--- src/rtl/lcd_pattern_gen_pkg.sv ---
// Shared definitions for the LCD timing/pattern blocks: mode encodings,
// colour-bar table and the line/frame total helper.
package lcd_pkg;

    typedef enum logic [1:0] {
        MODE_BAR   = 2'd0,
        MODE_GRAD  = 2'd1,
        MODE_GRID  = 2'd2,
        MODE_SOLID = 2'd3
    } mode_e;

    // {R,G,B} on/off per bar: white, yellow, cyan, green, magenta, red, blue, black
    localparam logic [2:0] BAR_COLORS [8] = '{
        3'b111, 3'b110, 3'b011, 3'b010, 3'b101, 3'b100, 3'b001, 3'b000
    };

    function automatic int unsigned axis_total(input int unsigned sync_len,
                                               input int unsigned bp_len,
                                               input int unsigned active_len,
                                               input int unsigned fp_len);
        return sync_len + bp_len + active_len + fp_len;
    endfunction

endpackage

--- src/rtl/lcd_pattern_gen_if.sv ---
// Panel-side bus of the pattern generator: pattern controls in, panel pins out.
interface lcd_pattern_gen_if #(
    parameter int COLOR_W = 8
);
    logic [1:0]           mode;
    logic [3*COLOR_W-1:0] solid_rgb;
    logic                 lcd_de;
    logic                 lcd_hs;
    logic                 lcd_vs;
    logic                 lcd_bl;
    logic [3*COLOR_W-1:0] lcd_rgb;
    logic                 frame_start;
    logic [15:0]          pix_x;
    logic [15:0]          pix_y;

    modport master (
        input  mode, solid_rgb,
        output lcd_de, lcd_hs, lcd_vs, lcd_bl, lcd_rgb, frame_start, pix_x, pix_y
    );

    modport slave (
        output mode, solid_rgb,
        input  lcd_de, lcd_hs, lcd_vs, lcd_bl, lcd_rgb, frame_start, pix_x, pix_y
    );
endinterface

--- src/rtl/lcd_pattern_gen_timing.sv ---
// lcd_timing_gen: h/v counters with unregistered sync, DE and x/y decode.
// Consumers register these to get one cycle of latency from the counters.
module lcd_timing_gen import lcd_pkg::*; #(
    parameter int H_ACTIVE = 480,
    parameter int H_FP     = 8,
    parameter int H_SYNC   = 4,
    parameter int H_BP     = 43,
    parameter int V_ACTIVE = 272,
    parameter int V_FP     = 8,
    parameter int V_SYNC   = 4,
    parameter int V_BP     = 12
) (
    input  logic        sys_clk,
    input  logic        sys_rst,
    output logic        hs_o,
    output logic        vs_o,
    output logic        de_o,
    output logic        frame_end_o,
    output logic [15:0] x_o,
    output logic [15:0] y_o
);
    localparam int H_TOTAL = int'(axis_total(H_SYNC, H_BP, H_ACTIVE, H_FP));
    localparam int V_TOTAL = int'(axis_total(V_SYNC, V_BP, V_ACTIVE, V_FP));
    localparam int H_OFF   = H_SYNC + H_BP;
    localparam int V_OFF   = V_SYNC + V_BP;

    logic [15:0] h_cnt_q, h_cnt_d, v_cnt_q, v_cnt_d;
    logic        h_last, v_last, h_act, v_act;

    always_comb begin
        h_last  = (h_cnt_q == 16'(H_TOTAL - 1));
        v_last  = (v_cnt_q == 16'(V_TOTAL - 1));
        h_cnt_d = h_last ? '0 : h_cnt_q + 16'd1;
        v_cnt_d = v_cnt_q;
        if (h_last) begin
            v_cnt_d = v_last ? '0 : v_cnt_q + 16'd1;
        end
        h_act       = (h_cnt_q >= 16'(H_OFF)) && (h_cnt_q < 16'(H_OFF + H_ACTIVE));
        v_act       = (v_cnt_q >= 16'(V_OFF)) && (v_cnt_q < 16'(V_OFF + V_ACTIVE));
        hs_o        = (h_cnt_q < 16'(H_SYNC));
        vs_o        = (v_cnt_q < 16'(V_SYNC));
        de_o        = h_act && v_act;
        x_o         = h_cnt_q - 16'(H_OFF);
        y_o         = v_cnt_q - 16'(V_OFF);
        frame_end_o = h_last && v_last;
    end

    always_ff @(posedge sys_clk) begin
        if (sys_rst) begin
            h_cnt_q <= '0;
            v_cnt_q <= '0;
        end else begin
            h_cnt_q <= h_cnt_d;
            v_cnt_q <= v_cnt_d;
        end
    end
endmodule

--- src/rtl/lcd_pattern_gen.sv ---
// LCD test-pattern generator: frame-latched mode, pattern mux and registered panel outputs.
// Optional LCD_PATGEN_BORDER_EN forces the active-area perimeter to white in every mode.
module lcd_pattern_gen import lcd_pkg::*; #(
    parameter int H_ACTIVE = 480,
    parameter int H_FP     = 8,
    parameter int H_SYNC   = 4,
    parameter int H_BP     = 43,
    parameter int V_ACTIVE = 272,
    parameter int V_FP     = 8,
    parameter int V_SYNC   = 4,
    parameter int V_BP     = 12,
    parameter bit SYNC_POL = 1'b0,
    parameter int COLOR_W  = 8,
    parameter int GRID     = 16
) (
    input  logic                sys_clk,
    input  logic                sys_rst,
    lcd_pattern_gen_if.master   bus
);
    localparam int BAR_W  = H_ACTIVE / 8;
    localparam int GRID_B = $clog2(GRID);

    logic                 tg_hs, tg_vs, tg_de, tg_frame_end;
    logic [15:0]          tg_x, tg_y;
    mode_e                mode_q;
    logic [2:0]           bar_idx_q;
    logic [15:0]          bar_pix_q;
    logic [2:0]           bar_c;
    logic [3*COLOR_W-1:0] rgb_d, rgb_q;
    logic                 de_q, hs_q, vs_q, bl_q, fs_q;
    logic [15:0]          x_q, y_q;

    lcd_timing_gen #(
        .H_ACTIVE (H_ACTIVE), .H_FP (H_FP), .H_SYNC (H_SYNC), .H_BP (H_BP),
        .V_ACTIVE (V_ACTIVE), .V_FP (V_FP), .V_SYNC (V_SYNC), .V_BP (V_BP)
    ) u_timing (
        .sys_clk     (sys_clk),
        .sys_rst     (sys_rst),
        .hs_o        (tg_hs),
        .vs_o        (tg_vs),
        .de_o        (tg_de),
        .frame_end_o (tg_frame_end),
        .x_o         (tg_x),
        .y_o         (tg_y)
    );

    always_comb begin
        bar_c = BAR_COLORS[bar_idx_q];
        rgb_d = '0;
        case (mode_q)
            MODE_BAR:   rgb_d = {{COLOR_W{bar_c[2]}}, {COLOR_W{bar_c[1]}}, {COLOR_W{bar_c[0]}}};
            MODE_GRAD:  rgb_d = {3{tg_x[COLOR_W-1:0]}};
            MODE_GRID:  rgb_d = (tg_x[GRID_B-1:0] == '0 || tg_y[GRID_B-1:0] == '0) ? '1 : '0;
            MODE_SOLID: rgb_d = bus.solid_rgb;
            default:    rgb_d = '0;
        endcase
`ifdef LCD_PATGEN_BORDER_EN
        if (tg_x == '0 || tg_x == 16'(H_ACTIVE - 1) || tg_y == '0 || tg_y == 16'(V_ACTIVE - 1)) begin
            rgb_d = '1;
        end
`endif
        if (!tg_de) begin
            rgb_d = '0;
        end
    end

    always_ff @(posedge sys_clk) begin
        if (sys_rst) begin
            mode_q    <= MODE_BAR;
            bar_idx_q <= '0;
            bar_pix_q <= '0;
            de_q      <= 1'b0;
            hs_q      <= ~SYNC_POL;
            vs_q      <= ~SYNC_POL;
            bl_q      <= 1'b0;
            fs_q      <= 1'b0;
            rgb_q     <= '0;
            x_q       <= '0;
            y_q       <= '0;
        end else begin
            if (tg_frame_end) begin
                mode_q <= mode_e'(bus.mode);
            end
            // Bar counter restarts every line; the last bar keeps counting to absorb the remainder
            if (!tg_de) begin
                bar_idx_q <= '0;
                bar_pix_q <= '0;
            end else if (bar_pix_q == 16'(BAR_W - 1) && bar_idx_q != 3'd7) begin
                bar_idx_q <= bar_idx_q + 3'd1;
                bar_pix_q <= '0;
            end else begin
                bar_pix_q <= bar_pix_q + 16'd1;
            end
            de_q  <= tg_de;
            hs_q  <= tg_hs ? SYNC_POL : ~SYNC_POL;
            vs_q  <= tg_vs ? SYNC_POL : ~SYNC_POL;
            bl_q  <= 1'b1;
            fs_q  <= tg_de && tg_x == '0 && tg_y == '0;
            rgb_q <= rgb_d;
            if (tg_de) begin
                x_q <= tg_x;
                y_q <= tg_y;
            end
        end
    end

    assign bus.lcd_de      = de_q;
    assign bus.lcd_hs      = hs_q;
    assign bus.lcd_vs      = vs_q;
    assign bus.lcd_bl      = bl_q;
    assign bus.frame_start = fs_q;
    assign bus.lcd_rgb     = rgb_q;
    assign bus.pix_x       = x_q;
    assign bus.pix_y       = y_q;
endmodule
--- src/flat_wrapper.sv ---
// flat-port wrapper written by rule: the top's interface ports become plain ports
module lcd_pattern_gen_flat import lcd_pkg::*;
#(
    parameter int H_ACTIVE = 480,
    parameter int H_FP     = 8,
    parameter int H_SYNC   = 4,
    parameter int H_BP     = 43,
    parameter int V_ACTIVE = 272,
    parameter int V_FP     = 8,
    parameter int V_SYNC   = 4,
    parameter int V_BP     = 12,
    parameter bit SYNC_POL = 1'b0,
    parameter int COLOR_W  = 8,
    parameter int GRID     = 16
)
  (sys_clk, sys_rst, bus_mode, bus_solid_rgb, bus_lcd_de, bus_lcd_hs, bus_lcd_vs, bus_lcd_bl, bus_lcd_rgb, bus_frame_start, bus_pix_x, bus_pix_y);
  lcd_pattern_gen_if #(.COLOR_W(COLOR_W)) bus_i ();
  input  logic sys_clk;
  input  logic sys_rst;
  input wire logic [$bits(bus_i.mode)-1:0] bus_mode;
  input wire logic [$bits(bus_i.solid_rgb)-1:0] bus_solid_rgb;
  output wire logic [$bits(bus_i.lcd_de)-1:0] bus_lcd_de;
  output wire logic [$bits(bus_i.lcd_hs)-1:0] bus_lcd_hs;
  output wire logic [$bits(bus_i.lcd_vs)-1:0] bus_lcd_vs;
  output wire logic [$bits(bus_i.lcd_bl)-1:0] bus_lcd_bl;
  output wire logic [$bits(bus_i.lcd_rgb)-1:0] bus_lcd_rgb;
  output wire logic [$bits(bus_i.frame_start)-1:0] bus_frame_start;
  output wire logic [$bits(bus_i.pix_x)-1:0] bus_pix_x;
  output wire logic [$bits(bus_i.pix_y)-1:0] bus_pix_y;
  assign bus_i.mode = bus_mode;
  assign bus_i.solid_rgb = bus_solid_rgb;
  assign bus_lcd_de = bus_i.lcd_de;
  assign bus_lcd_hs = bus_i.lcd_hs;
  assign bus_lcd_vs = bus_i.lcd_vs;
  assign bus_lcd_bl = bus_i.lcd_bl;
  assign bus_lcd_rgb = bus_i.lcd_rgb;
  assign bus_frame_start = bus_i.frame_start;
  assign bus_pix_x = bus_i.pix_x;
  assign bus_pix_y = bus_i.pix_y;
  lcd_pattern_gen #(.H_ACTIVE(H_ACTIVE), .H_FP(H_FP), .H_SYNC(H_SYNC), .H_BP(H_BP), .V_ACTIVE(V_ACTIVE), .V_FP(V_FP), .V_SYNC(V_SYNC), .V_BP(V_BP), .SYNC_POL(SYNC_POL), .COLOR_W(COLOR_W), .GRID(GRID)) u_core (.sys_clk(sys_clk), .sys_rst(sys_rst), .bus(bus_i));
endmodule
--- config.mk ---
export PLATFORM = sky130hd
export DESIGN_NAME = lcd_pattern_gen_flat
export DESIGN_NICKNAME = d
export VERILOG_FILES = /design/src/rtl/lcd_pattern_gen_pkg.sv /design/src/rtl/lcd_pattern_gen_if.sv /design/src/rtl/lcd_pattern_gen_timing.sv /design/src/rtl/lcd_pattern_gen.sv /design/src/flat_wrapper.sv
export SDC_FILE = /design/constraint.sdc
export NUM_CORES = 1
export LEC_CHECK = 0
export ABC_CLOCK_PERIOD_IN_PS = 2720
export CORE_ASPECT_RATIO = 0.8
export CORE_MARGIN = 10
export CORE_UTILIZATION = 30
export DETAILED_ROUTE_END_ITERATION = 10
export DONT_BUFFER_PORTS = 1
export GPL_TIMING_DRIVEN = 0
export MAX_ROUTING_LAYER = met4
export RECOVER_POWER = 100
export SLEW_MARGIN = 25
export SYNTH_ARGS = -nofsm -noshare
export SYNTH_HDL_FRONTEND = slang
export SYNTH_SLANG_ARGS = --single-unit
--- constraint.sdc ---
create_clock -name sys_clk -period 2.72 [get_ports sys_clk]
set_clock_uncertainty 0.1 [all_clocks]
set_input_delay 0.408 -clock sys_clk [delete_from_list [all_inputs] [get_ports sys_clk]]
set_output_delay 0.408 -clock sys_clk [all_outputs]
set_load 0.02 [all_outputs]
==> results of run 1 <==
## metrics by stage
| stage | power [mW] | instance area, um^2 | hold slack, ns |
|---|---|---|---|
| after CTS | 3.97 | 6290 | 0.0379 |
| after floorplan | 1.76 | 5260 | 0.312 |
| after global placement | 1.78 | 5540 | 0.333 |
| after detailed placement | 1.78 | 5550 | 0.334 |
| final | 3.95 | 6520 | 0.0327 |
| after global routing | 4.07 | 6520 | 0.0369 |
## power groups by stage
stage / combinational (mW) / sequential [mW] / clock, mW
after floorplan: 0.0358 / 1.72 / 0
after global routing: 0.0694 / 1.68 / 2.31
after CTS: 0.0629 / 1.69 / 2.22
after detailed placement: 0.0575 / 1.72 / 0
final: 0.0649 / 1.68 / 2.20
after global placement: 0.0572 / 1.72 / 0
## cells by family (layout without fill, tap and decap cells)
group / after synthesis / after routing / share of synthesized area (%)
multiplexers: 4 / 4 / 0.765
buffers and inverters: 67 / 107 / 5.07
AND/OR/NAND/NOR: 255 / 255 / 25.0
flip-flops: 114 / 114 / 43.6
adder cells (fa/ha/maj): 14 / 14 / 3.35
XOR/XNOR: 47 / 47 / 7.86
AO/OA/AOI/OAI: 122 / 122 / 14.4
## sequential cells by signal (all words and copies together), names as in the netlist
register / cells
u_core.bar_pix_q: 16
u_core.bus.lcd_vs: 1
u_core.u_timing.h_cnt_q: 16
u_core.bus.pix_y: 16
u_core.bus.lcd_rgb: 24
u_core.bus.pix_x: 16
u_core.bus.lcd_de: 1
u_core.bar_idx_q: 3
u_core.bus.lcd_hs: 1
u_core.bus.lcd_bl: 1
u_core.mode_q: 2
u_core.bus.frame_start: 1
u_core.u_timing.v_cnt_q: 16
## synth_stat cells, drive strengths merged (2+ instances only)
cell type	count	area, um^2
o21a	7	52.6
xnor2	31	272
and4	3	26.3
a211oi	7	52.6
o2111ai	2	17.5
a21oi	44	220
nor2b	6	37.5
ha	14	175
clkbuf	37	139
nor3b	5	37.5
nor3	25	125
or4	13	105
o211ai	2	15.0
nand2	46	173
o31ai	4	30.0
xor2	16	140
nor4b	2	17.5
nand2b	2	12.5
a31oi	28	175
and3	6	37.5
nor4	15	93.8
nand3	33	165
nand3b	3	22.5
or2	3	18.8
nor2	63	236
buf	12	58.8
o21ai	17	85.1
nand4	12	75.1
mux2i	4	40.0
a31o	2	17.5
and2	2	12.5
or3	12	75.1
dfxtp	114	2280
inv	18	67.6
## area by class of cell
| class | count | area share, % |
|---|---|---|
| Multi-Input combinational cell | 442 | 45.0 |
| Sequential cell | 114 | 35.3 |
| Inverter | 18 | 1.17 |
| Clock inverter | 15 | 2.28 |
| Clock buffer | 17 | 6.53 |
| Tap cell | 225 | 4.32 |
| Buffer | 39 | 3.03 |
| Timing Repair Buffer | 18 | 2.38 |
## worst reg2reg max path, stage by stage, from the launching register on
cell and delay, ns:
dfxtp_4 0.36, inv_4 0.06, ha_4 0.11, or3b_4 0.38, o311a_4 0.37, or3_4 0.41
or4_4 0.58, buf_8 0.19, nor2_1 0.08
## what timing repair did
action / 4_1_cts / 5_1_grt
endpoints found under the hold margin: 0 / 0
cloned: 1 / 0
pin swaps: 15 / 12
resized for setup: 32 / 57
setup buffers: 10 / 7
endpoints found under the setup margin: 95 / 66
## worst min-delay path by stage
stage          depth (start not counted)                            from                                end  slack, ns
4_1_cts                                2                bus_solid_rgb[6]   u_core.bus.lcd_rgb[6]$_SDFF_PP0_       0.04
3_5_place_dp                           1  u_core.bar_pix_q[0]$_SDFF_PP0_     u_core.bar_pix_q[0]$_SDFF_PP0_       0.33
3_3_place_gp                           1  u_core.bar_pix_q[0]$_SDFF_PP0_     u_core.bar_pix_q[0]$_SDFF_PP0_       0.33
5_1_grt                                2               bus_solid_rgb[13]  u_core.bus.lcd_rgb[13]$_SDFF_PP0_       0.04
6_report                               2                     bus_mode[0]      u_core.mode_q[0]$_SDFFE_PP0P_       0.03
2_1_floorplan                          1  u_core.bar_pix_q[0]$_SDFF_PP0_     u_core.bar_pix_q[0]$_SDFF_PP0_       0.31
## metal layers
layer | GRT usage, % | vias up | wire length (um)
li1 | - | 2268 | -
met1 | 18.0 | 2279 | 7520
met2 | 18.7 | 177 | 6900
met3 | 4.99 | 23 | 1380
met4 | 4.12 | 0 | 266
met5 | - | - | 0
==> out/qor.yml, run 1 <==
setup_path:
  critPathBufInv: 2
  start_kind: "register"
  r2r_start: "u_core.u_timing.v_cnt_q[0]$_SDFFE_PP0P_"
  crit_path_cell_trace: "inv_4, ha_4, or3b_4, o311a_4, or3_4, or4_4, buf_8, nor2_1"
  crit_type: "reg2reg"
  cp_slowest_cell: "or4_4"
  r2r_setup_slack_ns: 0.02
  cp_top_family: "simple AND/OR/NAND/NOR gates"
  crit_fanout: 5
  path_depth: 8
  startpoint: "u_core.u_timing.v_cnt_q[0]$_SDFFE_PP0P_"
  cp.required_ns: 2.98
  timing.rr.end: "u_core.bar_pix_q[7]$_SDFF_PP0_"
  rr_worst_depth: 8
  critical_path.max_stage_delay_ns: 0.58
  endpoint_kind: "register"
  crit_end: "u_core.bar_pix_q[7]$_SDFF_PP0_"
  worstPathArrival_ns: 2.95
floorplanning:
  floorplan.initialDensity_pct: 30.4
  die_w_um: 168
  die_h_um: 138
  rows: 43
  ioPinCount: 89
  die_area_um2: 23200
  core_um2: 17200
flow_run:
  cap_viol_max_count: 0
synthesis:
  synth_area_um2: 5240
  syn-num-nets: 665
  synth_enable_flop_cells: 0
  ys.flop_type: "dfxtp_1"
  ys_types: 51
  yosysSeqAreaShare_pct: 43.6
  yosys_warnings: 0
  ys_ff_latch: 114
  avgSynthCellArea_um2: 8.40
  async_reset_ff_share_pct: 0
  syn_inst: 623
final_layout:
  final_common_cell: "dfxtp_1"
  fillers: 1758
  layout_common_cells: "dfxtp_1 (106), nor2_1 (50), nand2_1 (45)"
  multiInputGateArea_um2: 2930
  stdcell_count: 888
  fin_util_pct: 37.9
  regArea_um2: 2300
  drive_gt1_share_pct: 17.8
  final_nets: 692
  syn2layout_area_growth_pct: 24.5
  antenna_cells: 0
cts:
  numClockSinks: 114
  cts_hold_buffers: 0
  cts_root_buf: "clkbuf_16"
  cts_buffers: 17
  clock_path_buffers: 2
  clkLatencyLatePin_ns: 0.43
  cts_max_level: 4
  cts_tree: "done"
  clkTransAtPathRegs_ns: 0.06
global_route:
  overflow: 0
  grt_pass1_vias: 4312
  grt_antenna_before_repair: 0
  grtUsageTotal_pct: 13.6
  grt_max_degree: 17
  grt_pass1_wl_um: 24800
power:
  p_seq_share_pct: 42.7
  vdd_ir_drop_max_v: 0.000383
  pwr-share-comb_pct: 1.6
  power.switching_uw: 973
  p_clk_share_pct: 55.7
  power.leakage_nw: 2.25
  swShare_pct: 24.6
  power_density_nw_per_um2: 605
  p_int_mw: 2.97
timing:
  worst_pin_slew_ns: 0.644
  min_period_ns: 2.70
  tns_ns: 0
  fmax_mhz: 371
  setup_ws_ns: 0.0247
  rsz0062_at_grt: "true"
  period_share_pct: 99.1
  setup_viol_count_final: 0
  final_hold_viol_count: 0
  relSlewSlack_pct: 57.1
  drv_slew: 0
place:
  gp_congestion: 0.887
  placed_cells: 848
  port_buffers: 0
  hpwl_um: 11600
  pre_cts_slack_ns: -0.517
drt:
  ant_nets: 0
  drtIter0Drc: 420
  drcViolationCount: 0
  num_vias: 4747
  drt_pass1_iterations: 5
  wl_per_cell_um: 18.1
  drt_wl_total_um: 16100
  vias_per_cell: 5.35
run_status:
  status: "complete, no violations"
min_path:
  min_path_type: "in2reg"
No activity file was read; power rests on OpenSTA's default activity.
==> run 2, diff against run 1 <==
- ABC_CLOCK_PERIOD_IN_PS: 2720 -> 3200
- clock period: 2.72 -> 3.2 ns (I/O delays scaled with it)
==> run 2 against run 1 <==
  * Via count shrank 0.48%
  * Setup slack gained 0.11 ns
  * Critical endpoint is now u_core.u_timing.v_cnt_q[6]$_SDFFE_PP0P_
  * Register-to-register slack gained 0.11 ns
  * Flip-flop and latch count is the same
  * Fmax shrank 12%
  * Power shrank 11%
  * Utilization shrank 2.1 points
  * Hold slack gained 0.083 ns
  * Clock power shrank 8%
  * Largest cell class unchanged
  * Non-clock buffer count shrank 9
  * Clock-buffer cell count is the same
  * Critical path depth shrank 1
==> out/qor.yml, run 2 (same netlist as run 1, synthesis figures left out) <==
run_status:
  status: "complete, no violations"  # unchanged
min_path:
  hold_end: "u_core.mode_q[1]$_SDFFE_PP0P_"  # was u_core.mode_q[0]$_SDFFE_PP0P_
  holdPathStages: 2  # unchanged
  worstHoldStart: "bus_mode[1]"  # was bus_mode[0]
  min_path_type: "in2reg"  # unchanged
cts:
  cts_max_level: 4  # unchanged
  clkLatencyLatePin_ns: 0.42  # was 0.43 ns
  cts_buffers: 17  # unchanged
  clock_path_buffers: 2  # unchanged
  numClockSinks: 114  # unchanged
  cts_tree: "done"  # unchanged
  cts_setup_buffers: 0  # was 10
  cts_root_buf: "clkbuf_16"  # unchanged
  clkTransAtPathRegs_ns: 0.06  # about the same
timing:
  period_share_pct: 95.9  # was 99.1%
  fmax_mhz: 326  # was 371 MHz
  min_period_ns: 3.07  # was 2.70 ns
  final_hold_viol_count: 0  # unchanged
  rsz0062_at_grt: "false"  # was true
  drv_slew: 0  # unchanged
  worst_pin_slew_ns: 0.871  # was 0.644 ns
  setup_viol_count_final: 0  # unchanged
  relSlewSlack_pct: 41.5  # was 57.1%
power:
  power_density_nw_per_um2: 568  # was 605 nW/um^2
  p_total_mw: 3.50  # was 3.95 mW
  power.leakage_nw: 2.16  # was 2.25 nW
  vdd_ir_drop_max_v: 0.000307  # was 0.000383 V
drt:
  vias_per_cell: 5.37  # was 5.35
  drt_pass1_iterations: 5  # unchanged
  drtIter0Drc: 473  # was 420
  drt_wl_total_um: 15700  # was 16100 um
  ant_nets: 0  # unchanged
  drcViolationCount: 0  # unchanged
  wl_per_cell_um: 17.9  # was 18.1 um
  num_vias: 4724  # was 4747
final_layout:
  syn2layout_area_growth_pct: 17.8  # was 24.5%
  fin_util_pct: 35.8  # was 37.9%
  final_area_um2: 6160  # was 6520 um^2
  final_nets: 683  # was 692
  final_common_cell: "dfxtp_1"  # unchanged
  antenna_cells: 0  # unchanged
  largest_reg_flops: 24  # unchanged
  layout_common_cells: "dfxtp_1 (113), nor2_1 (63), nand2_1 (46)"  # was dfxtp_1 (106), nor2_1 (50), nand2_1 (45)
  drive_gt1_share_pct: 8.72  # was 17.8%
setup_path:
  worstPathArrival_ns: 3.27  # was 2.95 ns
  crit_type: "reg2reg"  # unchanged
  timing.rr.end: "u_core.u_timing.v_cnt_q[6]$_SDFFE_PP0P_"  # was u_core.bar_pix_q[7]$_SDFF_PP0_
  r2r_setup_slack_ns: 0.13  # was 0.02 ns
  cp_top_family: "simple AND/OR/NAND/NOR gates"  # unchanged
  critical_path.max_stage_delay_ns: 0.66  # was 0.58 ns
  crit_fanout: 10  # was 5
  startpoint: "u_core.u_timing.h_cnt_q[8]$_SDFF_PP0_"  # was u_core.u_timing.v_cnt_q[0]$_SDFFE_PP0P_
  cp_slowest_cell: "or4_1"  # was or4_4
  rr_worst_depth: 7  # was 8
  critPathBufInv: 2  # unchanged
  start_kind: "register"  # unchanged
  endpoint_kind: "register"  # unchanged
  crit_path_cell_trace: "buf_2, or4_4, or4_1, or4_1, nand2_1, clkbuf_2, nor2_1"  # was inv_4, ha_4, or3b_4, o311a_4, or3_4, or4_4, buf_8, nor2_1
  r2r_start: "u_core.u_timing.h_cnt_q[8]$_SDFF_PP0_"  # was u_core.u_timing.v_cnt_q[0]$_SDFFE_PP0P_
  cp.required_ns: 3.40  # was 2.98 ns
  crit_top_cell: "or4_1"
global_route:
  grt_pass1_vias: 4359  # was 4312
  grt_antenna_before_repair: 0  # unchanged
  grtUsageTotal_pct: 13.6  # about the same
  grt_max_degree: 17  # unchanged
  overflow: 0  # unchanged
  grt_pass1_wl_um: 24800  # unchanged
floorplanning:
  die_h_um: 138  # unchanged
  rows: 43  # unchanged
  core_um2: 17200  # unchanged
  ioPinCount: 89  # unchanged
  die_w_um: 168  # unchanged
  die_area_um2: 23200  # unchanged
  floorplan.initialDensity_pct: 30.4  # unchanged
flow_run:
  cap_viol_max_count: 0  # unchanged
place:
  port_buffers: 0  # unchanged
  gp_congestion: 0.954  # was 0.887
  dpl_cell_area_um2: 5520  # was 5550 um^2
  hpwl_um: 11600  # about the same
-- run 2: cell count changes in the layout (fill, tap and decap cells not counted), moves of 7 or more --
cell / delta
buf_4: -14
nor2_1: +13
nor2_4: -10
clkbuf_1: +8
dfxtp_1: +7
-- run 2: worst register-to-register path: stages, from the launching register on --
cell and delay (ns):
dfxtp_1 0.29, buf_2 0.17, or4_4 0.56, or4_1 0.56, or4_1 0.66, nand2_1 0.24, clkbuf_2 0.29, nor2_1 0.08
-- run 2: final cells by class --
type	instances	area, um^2
Sequential cell	114	2280
Fill cell	1787	11100
Clock buffer	17	425
Multi-Input combinational cell	442	2700
Tap cell	225	282
Inverter	18	67.6
Buffer	48	209
Clock inverter	15	194
-- run 2: layer usage --
metal | part of all wire [%] | GRT usage [%] | vias to the layer above
li1 | - | - | 2252
met1 | 48 | 18.7 | 2268
met2 | 42 | 18.5 | 186
met3 | 8.6 | 4.56 | 18
met4 | 1.2 | 3.16 | 0
met5 | 0 | - | -
-- run 2: worst max path at each step --
stage / end / slack [ns] / depth (start not counted)
3_3_place_gp: u_core.bus.pix_x[14]$_SDFFE_PP0P_ / -0.24 / 11
6_report: u_core.u_timing.v_cnt_q[6]$_SDFFE_PP0P_ / 0.13 / 7
3_5_place_dp: u_core.bus.pix_x[12]$_SDFFE_PP0P_ / -0.23 / 11
2_1_floorplan: u_core.bar_pix_q[7]$_SDFF_PP0_ / 0.32 / 12
4_1_cts: u_core.bar_pix_q[8]$_SDFF_PP0_ / 0.06 / 12
5_1_grt: u_core.bar_pix_q[12]$_SDFF_PP0_ / 0.02 / 10
-- run 2: power by group --
part / total, mW / switching (mW) / internal (mW)
logic: 0.0507 / 0.0386 / 0.0121
registers: 1.43 / 0.00968 / 1.42
clock network: 2.02 / 0.770 / 1.25
total: 3.50 / 0.818 / 2.69
-- run 2: timing repair --
action,4_1_cts,5_1_grt
hold buffers,0,0
resized for setup,5,11
setup endpoints to repair,50,60
-- run 2: per-stage QoR --
| step | hold slack, ns | TNS (ns) | worst slack, ns | instances |
|---|---|---|---|---|
| 6_report | 0.115 | 0 | 0.131 | 879 |
| 5_1_grt | 0.112 | 0 | 0.0207 | 879 |
| 4_1_cts | 0.113 | 0 | 0.0625 | 880 |
| 3_5_place_dp | 0.343 | -5.03 | -0.227 | 848 |
| 3_3_place_gp | 0.332 | -5.42 | -0.236 | 848 |
| 2_1_floorplan | 0.312 | 0 | 0.321 | 623 |
